[src/rtl/tfm_pkg.sv]
// Shared encodings for the TurboFMpro bus sequencer.
// Optional fclk dividers in the top are enabled by defining TFM_CLKDIV_EN.
package tfm_pkg;

   typedef enum logic [1:0] {
      SEL_YM0 = 2'd0,
      SEL_YM1 = 2'd1,
      SEL_SAA = 2'd2
   } sel_t;

   typedef enum logic [2:0] {
      ST_IDLE,
      ST_W_SETUP,
      ST_W_STB,
      ST_W_HOLD,
      ST_R_STB,
      ST_R_HOLD
   } state_t;

   typedef enum logic [1:0] {
      REQ_AW,
      REQ_DW,
      REQ_RD
   } req_kind_t;

   localparam logic [7:0] CMD_SAA     = 8'hF7;
   localparam logic [7:0] CMD_YM_MASK = 8'hF8;

   typedef struct packed {
      req_kind_t  kind;
      sel_t       chip;
      logic       a0;
      logic [7:0] data;
   } bus_req_t;

   function automatic logic is_ym_cmd(input logic [7:0] v);
      return (v & CMD_YM_MASK) == CMD_YM_MASK;
   endfunction

   // The SAA1099 uses the opposite a0 polarity to the YM2203 for address/data.
   function automatic logic write_a0(input req_kind_t kind, input sel_t chip);
      if (chip == SEL_SAA) return kind == REQ_AW;
      return kind == REQ_DW;
   endfunction

endpackage

[src/rtl/tfm_bus_sync.sv]
// Synchronises the asynchronous AY bdir/bc1 pins and turns their edges into
// single-cycle address-write, data-write and read request pulses.
module tfm_bus_sync #(
   parameter int SYNC_STAGES = 2
) (
   input  logic fclk,
   input  logic rst,
   input  logic bdir,
   input  logic bc1,
   output logic aw_pulse,
   output logic dw_pulse,
   output logic rd_pulse,
   output logic rd_level
);

   logic [SYNC_STAGES-1:0] bdir_sr;
   logic [SYNC_STAGES-1:0] bc1_sr;
   logic                   bdir_q;
   logic                   rd_q;
   logic                   bdir_s;
   logic                   bc1_s;

   assign bdir_s = bdir_sr[SYNC_STAGES-1];
   assign bc1_s  = bc1_sr[SYNC_STAGES-1];

   // NOTE: sequential state uses non-blocking assignments so every flop samples pre-edge values.
   always_ff @(posedge fclk) begin
      if (rst) begin
         bdir_sr <= '0;
         bc1_sr  <= '0;
         bdir_q  <= 1'b0;
         rd_q    <= 1'b0;
      end else begin
         bdir_sr <= {bdir_sr[SYNC_STAGES-2:0], bdir};
         bc1_sr  <= {bc1_sr[SYNC_STAGES-2:0], bc1};
         bdir_q  <= bdir_s;
         rd_q    <= rd_level;
      end
   end

   assign rd_level = bc1_s & ~bdir_s;
   assign aw_pulse = bdir_s & ~bdir_q & bc1_s;
   assign dw_pulse = bdir_s & ~bdir_q & ~bc1_s;
   assign rd_pulse = rd_level & ~rd_q;

endmodule

[src/rtl/tfm_bus_sequencer.sv]
// AY bus cycles to timed YM2203/SAA1099 strobe sequences on the shared bus.
// Define TFM_CLKDIV_EN to build the ymclk/saaclk dividers.
module tfm_bus_sequencer
   import tfm_pkg::*;
#(
   parameter int SYNC_STAGES = 2,
   parameter int SETUP_CYC   = 2,
   parameter int STB_CYC     = 4,
   parameter int HOLD_CYC    = 2,
   parameter int RD_CYC      = 6
) (
   input  logic       fclk,
   input  logic       rst,
   input  logic       bdir,
   input  logic       bc1,
   input  logic [7:0] ayd_in,
   input  logic       mode_enable_saa,
   input  logic       mode_enable_ymfm,
   input  logic [7:0] d_in,
   output logic [7:0] d_out,
   output logic       d_oe,
   output logic [7:0] rd_data,
   output logic       rd_oe,
   output logic       ymcs1_n,
   output logic       ymcs2_n,
   output logic       ymrd_n,
   output logic       ymwr_n,
   output logic       yma0,
   output logic       saacs_n,
   output logic       saawr_n,
   output logic       saaa0,
   output logic       busy,
   output logic       overrun,
   output logic       ymclk,
   output logic       saaclk
);

   logic     aw_pulse, dw_pulse, rd_pulse;
   state_t   state;
   logic [3:0] cnt;
   sel_t     sel;
   logic     rdmode;
   bus_req_t q;
   logic     q_valid;
   logic     cmd_hit;
   bus_req_t new_req;
   logic     new_valid;
   bus_req_t issue;

   tfm_bus_sync #(.SYNC_STAGES(SYNC_STAGES)) u_sync (
      .fclk     (fclk),
      .rst      (rst),
      .bdir     (bdir),
      .bc1      (bc1),
      .aw_pulse (aw_pulse),
      .dw_pulse (dw_pulse),
      .rd_pulse (rd_pulse),
      .rd_level (rd_oe)
   );

   // NOTE: every always_comb output gets a default first, so no path can infer a latch.
   always_comb begin
      cmd_hit   = aw_pulse && (is_ym_cmd(ayd_in) || ayd_in == CMD_SAA);
      new_req   = '{kind: REQ_DW, chip: sel, a0: 1'b0, data: ayd_in};
      new_valid = 1'b0;
      if (rd_pulse) begin
         new_req.kind = REQ_RD;
         new_req.a0   = rdmode;
         new_valid    = (sel != SEL_SAA);
      end else if (aw_pulse) begin
         new_req.kind = REQ_AW;
         new_req.a0   = write_a0(REQ_AW, sel);
         new_valid    = !cmd_hit;
      end else if (dw_pulse) begin
         new_req.a0   = write_a0(REQ_DW, sel);
         new_valid    = 1'b1;
      end
      issue = q_valid ? q : new_req;
   end

   assign busy = (state != ST_IDLE);

   always_ff @(posedge fclk) begin
      if (rst) begin
         state   <= ST_IDLE;
         cnt     <= '0;
         sel     <= SEL_YM0;
         rdmode  <= 1'b0;
         q       <= '{kind: REQ_DW, chip: SEL_YM0, a0: 1'b0, data: 8'h00};
         q_valid <= 1'b0;
         overrun <= 1'b0;
         rd_data <= 8'hFF;
         d_out   <= 8'h00;
         d_oe    <= 1'b0;
         ymcs1_n <= 1'b1;
         ymcs2_n <= 1'b1;
         ymrd_n  <= 1'b1;
         ymwr_n  <= 1'b1;
         yma0    <= 1'b0;
         saacs_n <= 1'b1;
         saawr_n <= 1'b1;
         saaa0   <= 1'b0;
      end else begin
         // Selection commands take effect at request time, even mid-sequence.
         if (cmd_hit) begin
            if (ayd_in == CMD_SAA) begin
               if (mode_enable_saa) sel <= SEL_SAA;
            end else begin
               sel    <= (ayd_in[0] && mode_enable_ymfm) ? SEL_YM1 : SEL_YM0;
               rdmode <= ayd_in[1] && mode_enable_ymfm;
            end
         end
         if (rd_pulse && sel == SEL_SAA) rd_data <= 8'hFF;

         // In IDLE a held entry is issued first and the new request takes its slot.
         if (state == ST_IDLE) begin
            if (q_valid) begin
               q       <= new_req;
               q_valid <= new_valid;
            end
         end else if (new_valid) begin
            if (!q_valid) begin
               q       <= new_req;
               q_valid <= 1'b1;
            end else begin
               overrun <= 1'b1;
            end
         end

         case (state)
            ST_IDLE: begin
               if (q_valid || new_valid) begin
                  ymcs1_n <= (issue.chip != SEL_YM0);
                  ymcs2_n <= (issue.chip != SEL_YM1);
                  saacs_n <= (issue.chip != SEL_SAA);
                  if (issue.chip == SEL_SAA) saaa0 <= issue.a0;
                  else                       yma0  <= issue.a0;
                  if (issue.kind == REQ_RD) begin
                     state  <= ST_R_STB;
                     cnt    <= 4'(RD_CYC - 1);
                     ymrd_n <= 1'b0;
                     d_oe   <= 1'b0;
                  end else begin
                     state  <= ST_W_SETUP;
                     cnt    <= 4'(SETUP_CYC - 1);
                     d_out  <= issue.data;
                     d_oe   <= 1'b1;
                  end
               end
            end
            ST_W_SETUP: begin
               if (cnt == 4'd0) begin
                  state <= ST_W_STB;
                  cnt   <= 4'(STB_CYC - 1);
                  if (saacs_n == 1'b0) saawr_n <= 1'b0;
                  else                 ymwr_n  <= 1'b0;
               end else begin
                  cnt <= cnt - 4'd1;
               end
            end
            ST_W_STB: begin
               if (cnt == 4'd0) begin
                  state   <= ST_W_HOLD;
                  cnt     <= 4'(HOLD_CYC - 1);
                  ymwr_n  <= 1'b1;
                  saawr_n <= 1'b1;
               end else begin
                  cnt <= cnt - 4'd1;
               end
            end
            ST_W_HOLD: begin
               if (cnt == 4'd0) begin
                  state   <= ST_IDLE;
                  ymcs1_n <= 1'b1;
                  ymcs2_n <= 1'b1;
                  saacs_n <= 1'b1;
                  d_oe    <= 1'b0;
               end else begin
                  cnt <= cnt - 4'd1;
               end
            end
            ST_R_STB: begin
               if (cnt == 4'd0) begin
                  state   <= ST_R_HOLD;
                  cnt     <= 4'(HOLD_CYC - 1);
                  rd_data <= d_in;
                  ymrd_n  <= 1'b1;
                  ymcs1_n <= 1'b1;
                  ymcs2_n <= 1'b1;
               end else begin
                  cnt <= cnt - 4'd1;
               end
            end
            ST_R_HOLD: begin
               if (cnt == 4'd0) state <= ST_IDLE;
               else             cnt   <= cnt - 4'd1;
            end
            default: state <= ST_IDLE;
         endcase
      end
   end

`ifdef TFM_CLKDIV_EN
   logic [2:0] div_cnt;

   always_ff @(posedge fclk) begin
      if (rst) div_cnt <= '0;
      else     div_cnt <= div_cnt + 3'd1;
   end

   assign ymclk  = div_cnt[2];
   assign saaclk = div_cnt[1];
`else
   assign ymclk  = 1'b0;
   assign saaclk = 1'b0;
`endif

endmodule

[config.mk]
export PLATFORM = sky130hd
export DESIGN_NAME = tfm_bus_sequencer
export DESIGN_NICKNAME = d
export VERILOG_FILES = /design/src/rtl/tfm_pkg.sv /design/src/rtl/tfm_bus_sync.sv /design/src/rtl/tfm_bus_sequencer.sv
export SDC_FILE = /design/constraint.sdc
export NUM_CORES = 1
export LEC_CHECK = 0
export CORE_MARGIN = 3
export CORE_UTILIZATION = 30
export CTS_CLUSTER_DIAMETER = 40
export DETAILED_ROUTE_END_ITERATION = 12
export HOLD_SLACK_MARGIN = 0.03
export PLACE_DENSITY_LB_ADDON = 0.2
export SLEW_MARGIN = 20
export SYNTH_ARGS = -nofsm -noshare
export SYNTH_HDL_FRONTEND = slang
export SYNTH_HIERARCHICAL = 1
export SYNTH_SLANG_ARGS = --single-unit
[constraint.sdc]
create_clock -name fclk -period 2.6 [get_ports fclk]
set_clock_uncertainty 0.1 [all_clocks]
set_input_delay 0.65 -clock fclk [delete_from_list [all_inputs] [get_ports fclk]]
set_output_delay 0.65 -clock fclk [all_outputs]
set_load 0.01 [all_outputs]
Yosys cells after proc, flatten, opt, wreduce, memory -nomap -nowiden
Cells that the tools add are included.
{"block": "totals", "input_bits": 22, "ff_bits": 56}
{"block": "classes", "bitwise": 13, "mux": 64, "n_reduce_logical": 34, "n_eq_ne": 26, "n_addsub": 1}
{"cell": "13-bit two-way mux", "n": 4}
{"cell": "1-bit two-way mux", "n": 34}
{"cell": "8-bit two-way mux", "n": 3}
{"cell": "2-bit != test (second input constant)", "n": 11}
{"cell": "3-bit two-way mux", "n": 7}
{"cell": "3-bit AND reduction", "n": 7}
{"cell": "4-bit two-way mux", "n": 4}
{"cell": "4-bit case mux with 4 select lines", "n": 1}
{"cell": "3-bit case mux with 5 select lines", "n": 1}
{"cell": "1-bit case mux with 2 select lines", "n": 7}
{"cell": "4-bit AND reduction", "n": 3}
{"cell": "2-bit nonzero test", "n": 6}
{"cell": "2-bit by 1-bit != test with 1-bit output (second input constant)", "n": 5}
{"cell": "8-bit == test (second input constant)", "n": 1}
{"cell": "1-bit NOT", "n": 8}
{"cell": "2-bit == test (second input constant)", "n": 3}
{"cell": "3-bit by 2-bit == test with 1-bit output (second input constant)", "n": 2}
{"cell": "3-bit == test (second input constant)", "n": 2}
{"cell": "2-bit two-way mux", "n": 3}
{"cell": "2-bit AND reduction", "n": 3}
{"cell": "2-bit OR reduction", "n": 3}
{"cell": "1-bit bitwise AND", "n": 5}
{"cell": "5-bit == test (second input constant)", "n": 1}
{"cell": "5-bit AND reduction", "n": 1}
{"cell": "other kinds (9)", "n": 13}

Depth between registers and ports, before layout
Gate-level depths: netlist of the first run.
{"block": "logic_depth", "ltp_word": 15, "depth_mapped": 8, "mapped_depth_nobuf": 7}

By module
Netlist of the first run, hierarchy kept.
{"mod": "tfm_bus_sequencer", "seq_area_each_um2": 1001.0, "cells_each": 272, "area_each_um2": 2481.1, "instances": 1}
{"mod": "tfm_bus_sync", "seq_area_each_um2": 120.1, "cells_each": 16, "area_each_um2": 201.4, "instances": 1}

Worst setup path before layout of the first run
No wires, ideal clock.
{"block": "synth_path", "path_kind": "in2reg", "start": "in ayd_in[6]", "end": "reg q[2] (netlist name)", "setup_slack_ns": 0.381, "path_buffers": 2, "cell_stages": 7, "t_arrival_ns": 1.990, "required_ns": 2.371, "cell_sequence": "nand2_1 -> or4_1 -> buf_6 -> a31oi_4 -> buf_8 -> mux2i_1 -> nor2_1"}
{"block": "synth_between", "elab_chain_len": 8, "elab_cells_between_ends": 9, "classes_between": "eq/ne: 2; mux: 2; reduce/logical: 5"}
{"item": "from (decl)", "line": "tfm_bus_sequencer.sv:16", "source": "input logic [7:0] ayd_in,"}
{"item": "8-bit == test / 5-bit == test (equally long branches)", "line": "tfm_bus_sequencer.sv:63, tfm_pkg.sv:37"}
{"item": "1-bit logical OR (*)", "line": "tfm_bus_sequencer.sv:63", "source": "cmd_hit = aw_pulse && (is_ym_cmd(ayd_in) || ayd_in == CMD_SAA);"}
{"item": "1-bit logical AND (*)", "line": "tfm_bus_sequencer.sv:63"}
{"item": "1-bit zero test (*)", "line": "tfm_bus_sequencer.sv:73", "source": "new_valid = !cmd_hit;"}
{"item": "1-bit two-way mux (*)", "line": "tfm_bus_sequencer.sv:70", "source": "end else if (aw_pulse) begin"}
{"item": "1-bit two-way mux (*)", "line": "tfm_bus_sequencer.sv:66", "source": "if (rd_pulse) begin"}
{"item": "2-bit nonzero test (no line) (*)"}
{"item": "2-bit AND reduction (no line) (*)"}
{"item": "to (signal assigned)", "line": "tfm_bus_sequencer.sv:89", "source": "q <= '{kind: REQ_DW, chip: SEL_YM0, a0: 1'b0, data: 8'h00};"}
{"item": "to (signal assigned)", "line": "tfm_bus_sequencer.sv:118", "source": "q <= new_req;"}
{"item": "to (signal assigned)", "line": "tfm_bus_sequencer.sv:123", "source": "q <= new_req;"}
{"item": "to (decl)", "line": "tfm_bus_sequencer.sv:43", "source": "bus_req_t q;"}
Every way passes the cells marked *; elsewhere a longest branch is shown, timed or not.
A chain may end at the register's enable or synchronous reset.

Worst setup path after layout of the first run
{"block": "layout_path", "start": "reg state[0]", "end": "out busy"}
{"block": "layout_between", "elab_chain_len": 1}
{"item": "from (decl)", "line": "tfm_bus_sequencer.sv:39", "source": "state_t state;"}
{"item": "from (signal assigned)", "line": "tfm_bus_sequencer.sv:85", "source": "state <= ST_IDLE;"}
{"item": "from (signal assigned)", "line": "tfm_bus_sequencer.sv:139", "source": "state <= ST_R_STB;"}
{"item": "from (signal assigned)", "line": "tfm_bus_sequencer.sv:144", "source": "state <= ST_W_SETUP;"}
{"item": "3-bit nonzero test", "line": "tfm_bus_sequencer.sv:81", "source": "assign busy = (state != ST_IDLE);"}
{"item": "to (decl)", "line": "tfm_bus_sequencer.sv:32", "source": "output logic busy,"}
No other way between the ends.

==> impl_metrics.py, run 1 <==
metrics = {
    "status": {
        "run_status": "finished clean",
    },
    "clock_tree": {
        "postCtsHoldBufs": 0,
        "root_buffer": "clkbuf_8",
        "cts_buffer_depth": 2,
        "htreeDepth": 2,
        "clk_latency_ns": 0.31,
        "cts_tree": "built",
        "clk_pin_slew_ns": 0.10,
        "clock_sinks": 56,
        "cts_made_buffers": 5,
    },
    "critical_path": {
        "cp-start-kind": "flop",
        "worst_setup_path_end_kind": "primary output",
        "path_class": "reg -> out",
        "worst-path-max-fanout": 9,
        "worstPathRequired_ns": 1.85,
        "worstPathArrival_ns": 1.70,
    },
    "route": {
        "first_pass_iters": 4,
        "met1_length_um": 3000,
        "via_per_inst": 4.92,
        "vias": 2219,
        "wirelength_um": 6340,
        "dr.first_iter.drc_count": 87,
        "top_layer": "met4",
        "wl_per_cell_um": 14.1,
        "drc_errors": 0,
        "wl_met3_um": 252,
        "antenna_left": 0,
        "dr_wl_met2_um": 3020,
    },
    "power": {
        "peakVddDrop_mv": 0.330,
        "p_leak_nw": 1.35,
        "power-per-cell-area_mw_per_mm2": 761,
    },
    "final_layout": {
        "stdcell_area_sq_mm": 0.00344,
        "mostFrequentLayoutCells": "53 x dfxtp_1, 49 x clkdlybuf4s50_1, 28 x nor2_1, 25 x mux2i_1",
        "syn2layout_area_growth_pct": 28.4,
        "drive_above_1_share": 0.159,
        "nets": 369,
        "utilization": 0.407,
        "diodes": 0,
        "final_common_cell": "dfxtp_1",
    },
    "global_routing": {
        "antenna_found_initial": 0,
        "grt_pass1_wl_um": 10800,
        "grt_max_degree": 31,
        "first_global_vias": 2215,
        "grt_usage": 0.132,
        "grt_overflow_total": 0,
    },
    "synthesis": {
        "avgSynthCellArea_sq_um": 9.31,
        "synthCells": 288,
        "yosysTopAreaCell": "dfxtp_1",
        "yosysWarnings": 6,
        "yosys.cell_types.count": 60,
        "ys_async_sr_fraction": 0,
        "netlist_area_sq_mm": 0.00268,
        "synth_area_leaders": "dfxtp_1 42%, mux2i_1 9.3%, nor2_1 3.9%",
        "ys_ff_latch": 56,
        "synth_edf_count": 0,
        "synth_ff_type": "dfxtp_1",
        "yosysTopAreaCellShare": 0.418,
        "synth_seq_area_share": 0.418,
    },
    "floorplan": {
        "die_w_um": 101,
        "die_h_um": 101,
        "fp.coreArea_sq_mm": 0.00846,
        "die_area_sq_mm": 0.0101,
        "initial_core_util": 0.317,
        "rows": 33,
        "io_pins": 52,
    },
    "placement": {
        "postPlaceCellArea_sq_mm": 0.00334,
        "hpwl_um": 4560,
        "io_buffers": 49,
        "gp_congestion": 0.835,
    },
    "timing": {
        "slew_viol_final": 0,
        "slew_headroom": 0.556,
        "final_hold_viol_count": 0,
        "fmax_mhz": 409,
        "rsz0062_at_grt": "no",
        "fin_crit_ns": 2.45,
        "setup_violations": 0,
        "fin_crit_sh": 0.941,
        "hold_ws_ns": 0.349,
        "worstMarginPinSlew_ns": 0.657,
    },
    "worst_hold_path": {
        "hold_path_class": "reg -> reg",
    },
    "run": {
        "maxCapViolCount": 0,
    },
}
[through the flow]
| step | std cells | power, mW | TNS [ns] | setup slack [ns] |
|---|---|---|---|---|
| finish | 451 | 2.62 | 0 | 0.154 |
| global route | 451 | 2.82 | 0 | 0.0577 |
| CTS | 449 | 2.62 | 0 | 0.00453 |
| detailed placement | 441 | 2.14 | -7.56 | -0.267 |
| global placement | 441 | 2.13 | -6.72 | -0.252 |
| floorplan | 289 | 1.78 | 0 | 0.381 |
[critical path, cell delays in order, from the launching register on]
cell             delay (ns)
dfxtp_2                0.38
nor3_4                 0.32
inv_2                  0.17
clkdlybuf4s50_1        0.51
[power by group]
| part | leakage [nW] | internal (mW) | switching (mW) | total (mW) |
|---|---|---|---|---|
| logic | 0.850 | 0.521 | 0.566 | 1.09 |
| registers | 0.457 | 0.971 | 0.0884 | 1.06 |
| clock network | 0.0424 | 0.193 | 0.280 | 0.473 |
| total | 1.35 | 1.69 | 0.934 | 2.62 |
[path summary, 6_finish.rpt]
check                    startpoint               end  slack, ns  cells after the start
setup / recovery           state[0]              busy       0.15                      3
hold / removal     u_sync/bc1_sr[0]  u_sync/bc1_sr[1]       0.35                      1
setup reg to reg  u_sync/bdir_sr[1]            cnt[2]       0.32                      6
hold reg to reg    u_sync/bc1_sr[0]  u_sync/bc1_sr[1]       0.35                      1
[logic make-up (layout without fill, tap and decap cells)]
logic type                 Yosys count  count (layout)  share of synthesized area
AOI/OAI and AO/OA                   68              68                      0.193
xor gates and xnor gates             1               1                    0.00327
adders and majority gates            3               3                     0.0135
buffers and inverters               26              83                     0.0513
DFF                                 56              56                      0.418
muxes                               25              25                     0.0933
other                                1               2                    0.00140
and+or+nand+nor                    108             108                      0.227
[routing by layer]
metal / vias up / track usage
li1: 1144 / -
met1: 1024 / 0.165
met3: 7 / 0.0263
met4: 0 / 0.0373
met2: 44 / 0.230
met5: - / 0
[Yosys cell counts (all sizes together) (2+ instances only)]
cell type,n
and2,5
nor2,29
buf,11
nor2b,10
nor4b,2
nand2,15
a31oi,3
or2,4
o21a,2
nand3b,2
and4,2
a21oi,18
nor3b,5
o311ai,2
nand4,2
inv,7
clkbuf,8
mux2i,25
and3b,2
ha,2
and2b,2
o31ai,3
a21o,4
dfxtp,56
o21ai,14
or4,2
nor3,15
a211oi,13
a221o,2
nand3,7
[cell type report]
| class | instances | area, sq um |
|---|---|---|
| repair buffers | 68 | 646 |
| flip-flops and latches | 56 | 1120 |
| fillers | 876 | 5020 |
| multi-input cells | 207 | 1430 |
| inverters | 7 | 26.3 |
| clock inverters | 1 | 8.76 |
| clock buffers | 7 | 76.3 |
| well taps | 105 | 131 |
[sequential cells by signal (all words and copies together), names as in the netlist, 2 cells and up]
signal / flops
u_sync/bdir_sr: 2
d_out: 8
u_sync/bc1_sr: 2
cnt: 4
state: 3
sel: 2
q: 13
rd_data: 8
[repair_timing]
| action | in CTS | in global routing |
|---|---|---|
| gates resized for setup | 0 | 4 |
| setup endpoints to repair | 0 | 14 |
| buffers inserted | 0 | 2 |
No activity file was read; power rests on OpenSTA's default activity.
==> run 2: changes to the inputs <==
--- a/config.mk
+++ b/config.mk
@@ -5,7 +5,7 @@
 export SDC_FILE = /design/constraint.sdc
 export NUM_CORES = 1
 export LEC_CHECK = 0
-export CORE_MARGIN = 3
+export CORE_MARGIN = 4
 export CORE_UTILIZATION = 30
 export CTS_CLUSTER_DIAMETER = 40
 export DETAILED_ROUTE_END_ITERATION = 12
==> run 2 against run 1 <==
Compared with the run above:
- die area increased by 4.0%
- via count increased by 0.86%
- power increased by 1.8%
- sequential power about the same
- critical path depth increased by 4
- design area increased by 0.65%
- non-clock buffer count unchanged
- maximum frequency decreased by 2.8%
- routed wire length increased by 2.8%
- utilization decreased by 0.94 points
- hold slack got worse by 0.0051 ns
- combinational power about the same
==> impl_metrics.py, run 2 (synthesis gave the netlist of run 1 again) <==
metrics = {
    "status": {
        "run_status": "finished clean",
    },
    "clock_tree": {
        "cts_made_buffers": 5,
        "post_cts_resized": 0,
        "clk_pin_slew_ns": 0.09,
        "root_buffer": "clkbuf_8",
        "clock_sinks": 56,
        "cts_setup_buffers": 0,
        "htreeDepth": 2,
        "cts_buffer_depth": 2,
        "postCtsHoldBufs": 0,
        "clk_latency_ns": 0.30,
        "cts_tree": "built",
    },
    "timing": {
        "final_hold_viol_count": 0,
        "fmax_mhz": 398,
        "setup_violations": 0,
        "tns_ns": 0,
        "worstMarginPinSlew_ns": 0.720,
        "fin_crit_ns": 2.51,
        "fin_crit_sh": 0.967,
        "slew_viol_final": 0,
        "slew_headroom": 0.518,
        "rsz0062_at_grt": "no",
    },
    "route": {
        "antenna_left": 0,
        "wl_per_cell_um": 14.4,
        "via_per_inst": 4.95,
        "dr.first_iter.drc_count": 58,
        "vias": 2238,
        "drc_errors": 0,
        "wirelength_um": 6520,
        "first_pass_iters": 4,
    },
    "final_layout": {
        "largest_reg_flops": 13,
        "syn2layout_area_growth_pct": 29.2,
        "mostFrequentLayoutCells": "56 x dfxtp_1, 49 x clkdlybuf4s50_1, 28 x nor2_1, 25 x mux2i_1, 18 x a21oi_1",
        "nets": 369,
        "regMostFlops": "q",
        "reg.largest.list": "q (13), d_out (8), rd_data (8)",
        "drive_above_1_share": 0.148,
        "diodes": 0,
        "final_common_cell": "dfxtp_1",
    },
    "power": {
        "p_leak_nw": 1.36,
        "combPwrFrac": 0.399,
        "power-per-cell-area_mw_per_mm2": 770,
        "total_power_mw": 2.67,
        "p_int_mw": 1.75,
        "pwr-share-clk": 0.203,
        "p_sw_mw": 0.916,
        "peakVddDrop_mv": 0.341,
        "sequentialPowerShare": 0.397,
        "p_sw_frac": 0.343,
    },
    "floorplan": {
        "die_area_sq_mm": 0.0105,
        "rows": 34,
        "die_h_um": 103,
        "fp.coreArea_sq_mm": 0.00872,
        "initial_core_util": 0.308,
        "die_w_um": 103,
        "io_pins": 52,
    },
    "critical_path": {
        "worst-path-max-fanout": 15,
        "cp_slowest_cell": "or4_1",
        "worstPathCellList": "clkdlybuf4s50_1, nand2_1, or4_1, buf_4, a21o_4, and2_4, a211oi_2",
        "cp_top_family": "simple AND/OR/NAND/NOR gates",
        "path_class": "in -> reg",
        "cp-start-kind": "input port",
        "cpPeakStageDelay_ns": 0.54,
        "worstPathRequired_ns": 2.73,
        "path_buf_inv": 2,
        "worst_setup_path_end_kind": "flop",
        "worstPathArrival_ns": 2.64,
    },
    "global_routing": {
        "grt_max_degree": 46,
        "grt_overflow_total": 0,
        "antenna_found_initial": 0,
        "grt_pass1_wl_um": 10800,
        "first_global_vias": 2157,
        "grt_usage": 0.128,
    },
    "run": {
        "maxCapViolCount": 0,
    },
    "placement": {
        "io_buffers": 49,
        "hpwl_um": 4760,
        "gp_congestion": 0.781,
    },
    "worst_hold_path": {
        "hold_path_class": "reg -> reg",
    },
}
-- run 2: final timing paths --
kind	from	end	cells past startpoint	slack, ns
hold reg to reg	u_sync/bdir_sr[0]	u_sync/bdir_sr[1]	1	0.34
setup / recovery	ayd_in[7]	d_out[3]	7	0.09
setup reg to reg	u_sync/bdir_sr[1]	d_out[3]	7	0.25
hold / removal	u_sync/bdir_sr[0]	u_sync/bdir_sr[1]	1	0.34
-- run 2: area by class of cell --
cell class / count / area (sq um)
Fill cell: 874 / 5250
Inverter: 7 / 26.3
Tap cell: 108 / 135
Multi-Input combinational cell: 207 / 1430
Sequential cell: 56 / 1120
Timing Repair Buffer: 68 / 658
Clock inverter: 1 / 30.0
Clock buffer: 5 / 68.8
-- run 2: power by group through the flow --
| stage | registers (mW) | clock network (mW) | logic (mW) |
|---|---|---|---|
| floorplan | 1.07 | 0 | 0.713 |
| global placement | 1.08 | 0 | 1.07 |
| detailed placement | 1.08 | 0 | 1.07 |
| CTS | 1.06 | 0.569 | 1.07 |
| global route | 1.08 | 0.596 | 1.17 |
| finish | 1.06 | 0.543 | 1.07 |
-- run 2: per-layer routing --
metal,global-route usage,vias to the layer above,wire (um)
met5,0,-,0
met4,0.0363,0,90
met3,0.0291,6,364
met2,0.203,51,3050
met1,0.176,1047,3010
li1,-,1134,-
-- run 2: through the flow --
step	hold WS, ns	util	worst slack (ns)	instance area (sq um)	std cells
after floorplan	0.314	-	0.381	2690	289
after global placement	0.318	0.386	-0.188	3370	446
after detailed placement	0.325	0.386	-0.229	3370	446
after CTS	0.349	0.398	0.106	3470	452
after global routing	0.360	0.398	0.00689	3470	452
final	0.344	0.398	0.0852	3470	452
==> run 3: changes to the inputs <==
--- a/config.mk
+++ b/config.mk
@@ -5,6 +5,7 @@
 export SDC_FILE = /design/constraint.sdc
 export NUM_CORES = 1
 export LEC_CHECK = 0
+export CORE_ASPECT_RATIO = 1.5
 export CORE_MARGIN = 4
 export CORE_UTILIZATION = 30
 export CTS_CLUSTER_DIAMETER = 40
==> run 3 against run 2 <==
Compared with the run above:
- flip-flop and latch count did not move
- highest routed layer unchanged
- clock power increased by 27%
- global-route usage increased by 0.56 points
- maximum frequency up 0.34%
- combinational power is essentially flat
- sequential share of layout area down 0.61 points
- largest cell class unchanged
- via count is the same
==> impl_metrics.py, run 3 (synthesis gave the netlist of run 1 again) <==
metrics = {
    "global_routing": {
        "grt_pass1_wl_um": 11100,
        "grt_overflow_total": 0,
        "grt_usage": 0.134,
        "first_global_vias": 2241,
        "antenna_found_initial": 0,
        "grt_max_degree": 38,
    },
    "run": {
        "maxCapViolCount": 0,
    },
    "final_layout": {
        "mostFrequentLayoutCells": "56 x dfxtp_1, 48 x clkdlybuf4s50_1, 28 x nor2_1, 25 x mux2i_1, 22 x buf_4",
        "reg.largest.list": "q (13), d_out (8), rd_data (8)",
        "regMostFlops": "q",
        "nets": 373,
        "largest_reg_flops": 13,
        "stdcell_area_sq_mm": 0.00353,
        "diodes": 0,
        "syn2layout_area_growth_pct": 31.7,
        "drive_above_1_share": 0.163,
        "final_common_cell": "dfxtp_1",
    },
    "clock_tree": {
        "clock_sinks": 56,
        "root_buffer": "clkbuf_16",
        "postCtsHoldBufs": 0,
        "cts_buffer_depth": 2,
        "htreeDepth": 2,
        "post_cts_resized": 0,
        "cts_tree": "built",
        "clk_latency_ns": 0.30,
        "clk_pin_slew_ns": 0.07,
        "cts_setup_buffers": 0,
        "cts_made_buffers": 5,
    },
    "timing": {
        "fin_crit_ns": 2.51,
        "fmax_mhz": 399,
        "rsz0062_at_grt": "no",
        "setup_violations": 0,
        "slew_viol_final": 0,
        "fin_crit_sh": 0.964,
        "slew_headroom": 0.561,
        "final_hold_viol_count": 0,
        "setup_slack_ns": 0.0938,
        "tns_ns": 0,
        "worstMarginPinSlew_ns": 0.650,
    },
    "route": {
        "first_pass_iters": 5,
        "wirelength_um": 6590,
        "via_per_inst": 4.87,
        "dr.first_iter.drc_count": 45,
        "antenna_left": 0,
        "drc_errors": 0,
        "wl_per_cell_um": 14.3,
        "vias": 2238,
    },
    "critical_path": {
        "worstPathRequired_ns": 2.72,
        "cpPeakStageDelay_ns": 0.52,
        "worst-path-max-fanout": 15,
        "cp_top_family": "simple AND/OR/NAND/NOR gates",
        "cp-start-kind": "input port",
        "worst_setup_path_end_kind": "flop",
        "cp_slowest_cell": "or4_1",
        "path_class": "in -> reg",
        "worstPathArrival_ns": 2.62,
        "worstPathCellList": "clkdlybuf4s50_1, nand2_1, or4_1, buf_4, a21o_4, and2_4, a211oi_2",
        "path_buf_inv": 2,
    },
    "power": {
        "sequentialPowerShare": 0.371,
        "peakVddDrop_mv": 0.479,
        "p_int_mw": 1.89,
        "p_sw_mw": 0.950,
        "pwr-share-clk": 0.243,
        "p_sw_frac": 0.335,
        "combPwrFrac": 0.386,
        "p_leak_nw": 1.40,
        "power-per-cell-area_mw_per_mm2": 803,
    },
    "placement": {
        "postPlaceCellArea_sq_mm": 0.00337,
        "hpwl_um": 4950,
        "io_buffers": 49,
        "gp_congestion": 0.851,
        "dpl_worst_slack_ns": -0.213,
    },
    "status": {
        "run_status": "finished clean",
    },
    "floorplan": {
        "die_w_um": 85.2,
        "die_area_sq_mm": 0.0106,
        "fp.coreArea_sq_mm": 0.00878,
        "rows": 42,
        "io_pins": 52,
        "initial_core_util": 0.306,
        "die_h_um": 124,
    },
    "worst_hold_path": {
        "hold_path_class": "reg -> reg",
    },
}
[run 3: changes by cell type in the layout (fill, tap and decap cells not counted), sizes merged]
cell           change
clkdlybuf4s50      -1
bufinv             -1
buf                +5
clkbuf             +2
clkinvlp           +1
[run 3: metal layers]
| metal | global-route usage | part of all wire | vias to the layer above | routed length, um |
|---|---|---|---|---|
| li1 | - | - | 1149 | - |
| met1 | 0.147 | 0.41 | 1039 | 2720 |
| met2 | 0.247 | 0.53 | 42 | 3490 |
| met3 | 0.0311 | 0.037 | 8 | 247 |
| met4 | 0.0525 | 0.020 | 0 | 131 |
| met5 | 0 | 0 | - | 0 |
[run 3: through the flow]
stage / instances / util / power [mW] / hold slack [ns]
finish: 460 / 0.403 / 2.84 / 0.344
global route: 460 / 0.403 / 3.04 / 0.371
CTS: 458 / 0.401 / 2.85 / 0.348
detailed placement: 450 / 0.384 / 2.15 / 0.331
global placement: 450 / 0.384 / 2.14 / 0.320
floorplan: 289 / - / 1.78 / 0.314
[run 3: final cells by class]
class                      instances  area, sq um
timing repair buffer              72          671
fill                             881         5240
multi-input combinational        207         1430
tap                              110          138
clock inverter                     1         7.51
inverter                           7         26.3
sequential                        56         1120
clock buffer                       7          143
[run 3: power groups by stage]
| stage | sequential (mW) | clock, mW | combinational, mW |
|---|---|---|---|
| 3_3_place_gp | 1.07 | 0 | 1.07 |
| 4_1_cts | 1.05 | 0.718 | 1.08 |
| 2_1_floorplan | 1.07 | 0 | 0.713 |
| 3_5_place_dp | 1.07 | 0 | 1.08 |
| 6_report | 1.05 | 0.688 | 1.10 |
| 5_1_grt | 1.07 | 0.754 | 1.22 |
[run 3: final timing paths]
kind	startpoint	to	slack (ns)	depth (start not counted)
min reg2reg	u_sync/bdir_sr[0]	u_sync/bdir_sr[1]	0.34	1
min	u_sync/bdir_sr[0]	u_sync/bdir_sr[1]	0.34	1
max	ayd_in[7]	d_out[5]	0.09	7
max reg2reg	u_sync/bdir_sr[1]	d_out[5]	0.24	7
[run 3: worst reg2reg max path: stages, from the launching register on]
cell      delay (ns)
dfxtp_1         0.42
and3b_2         0.26
nand3_1         0.11
or4_1           0.50
buf_4           0.19
a21o_4          0.29
and2_4          0.21
a211oi_2        0.20
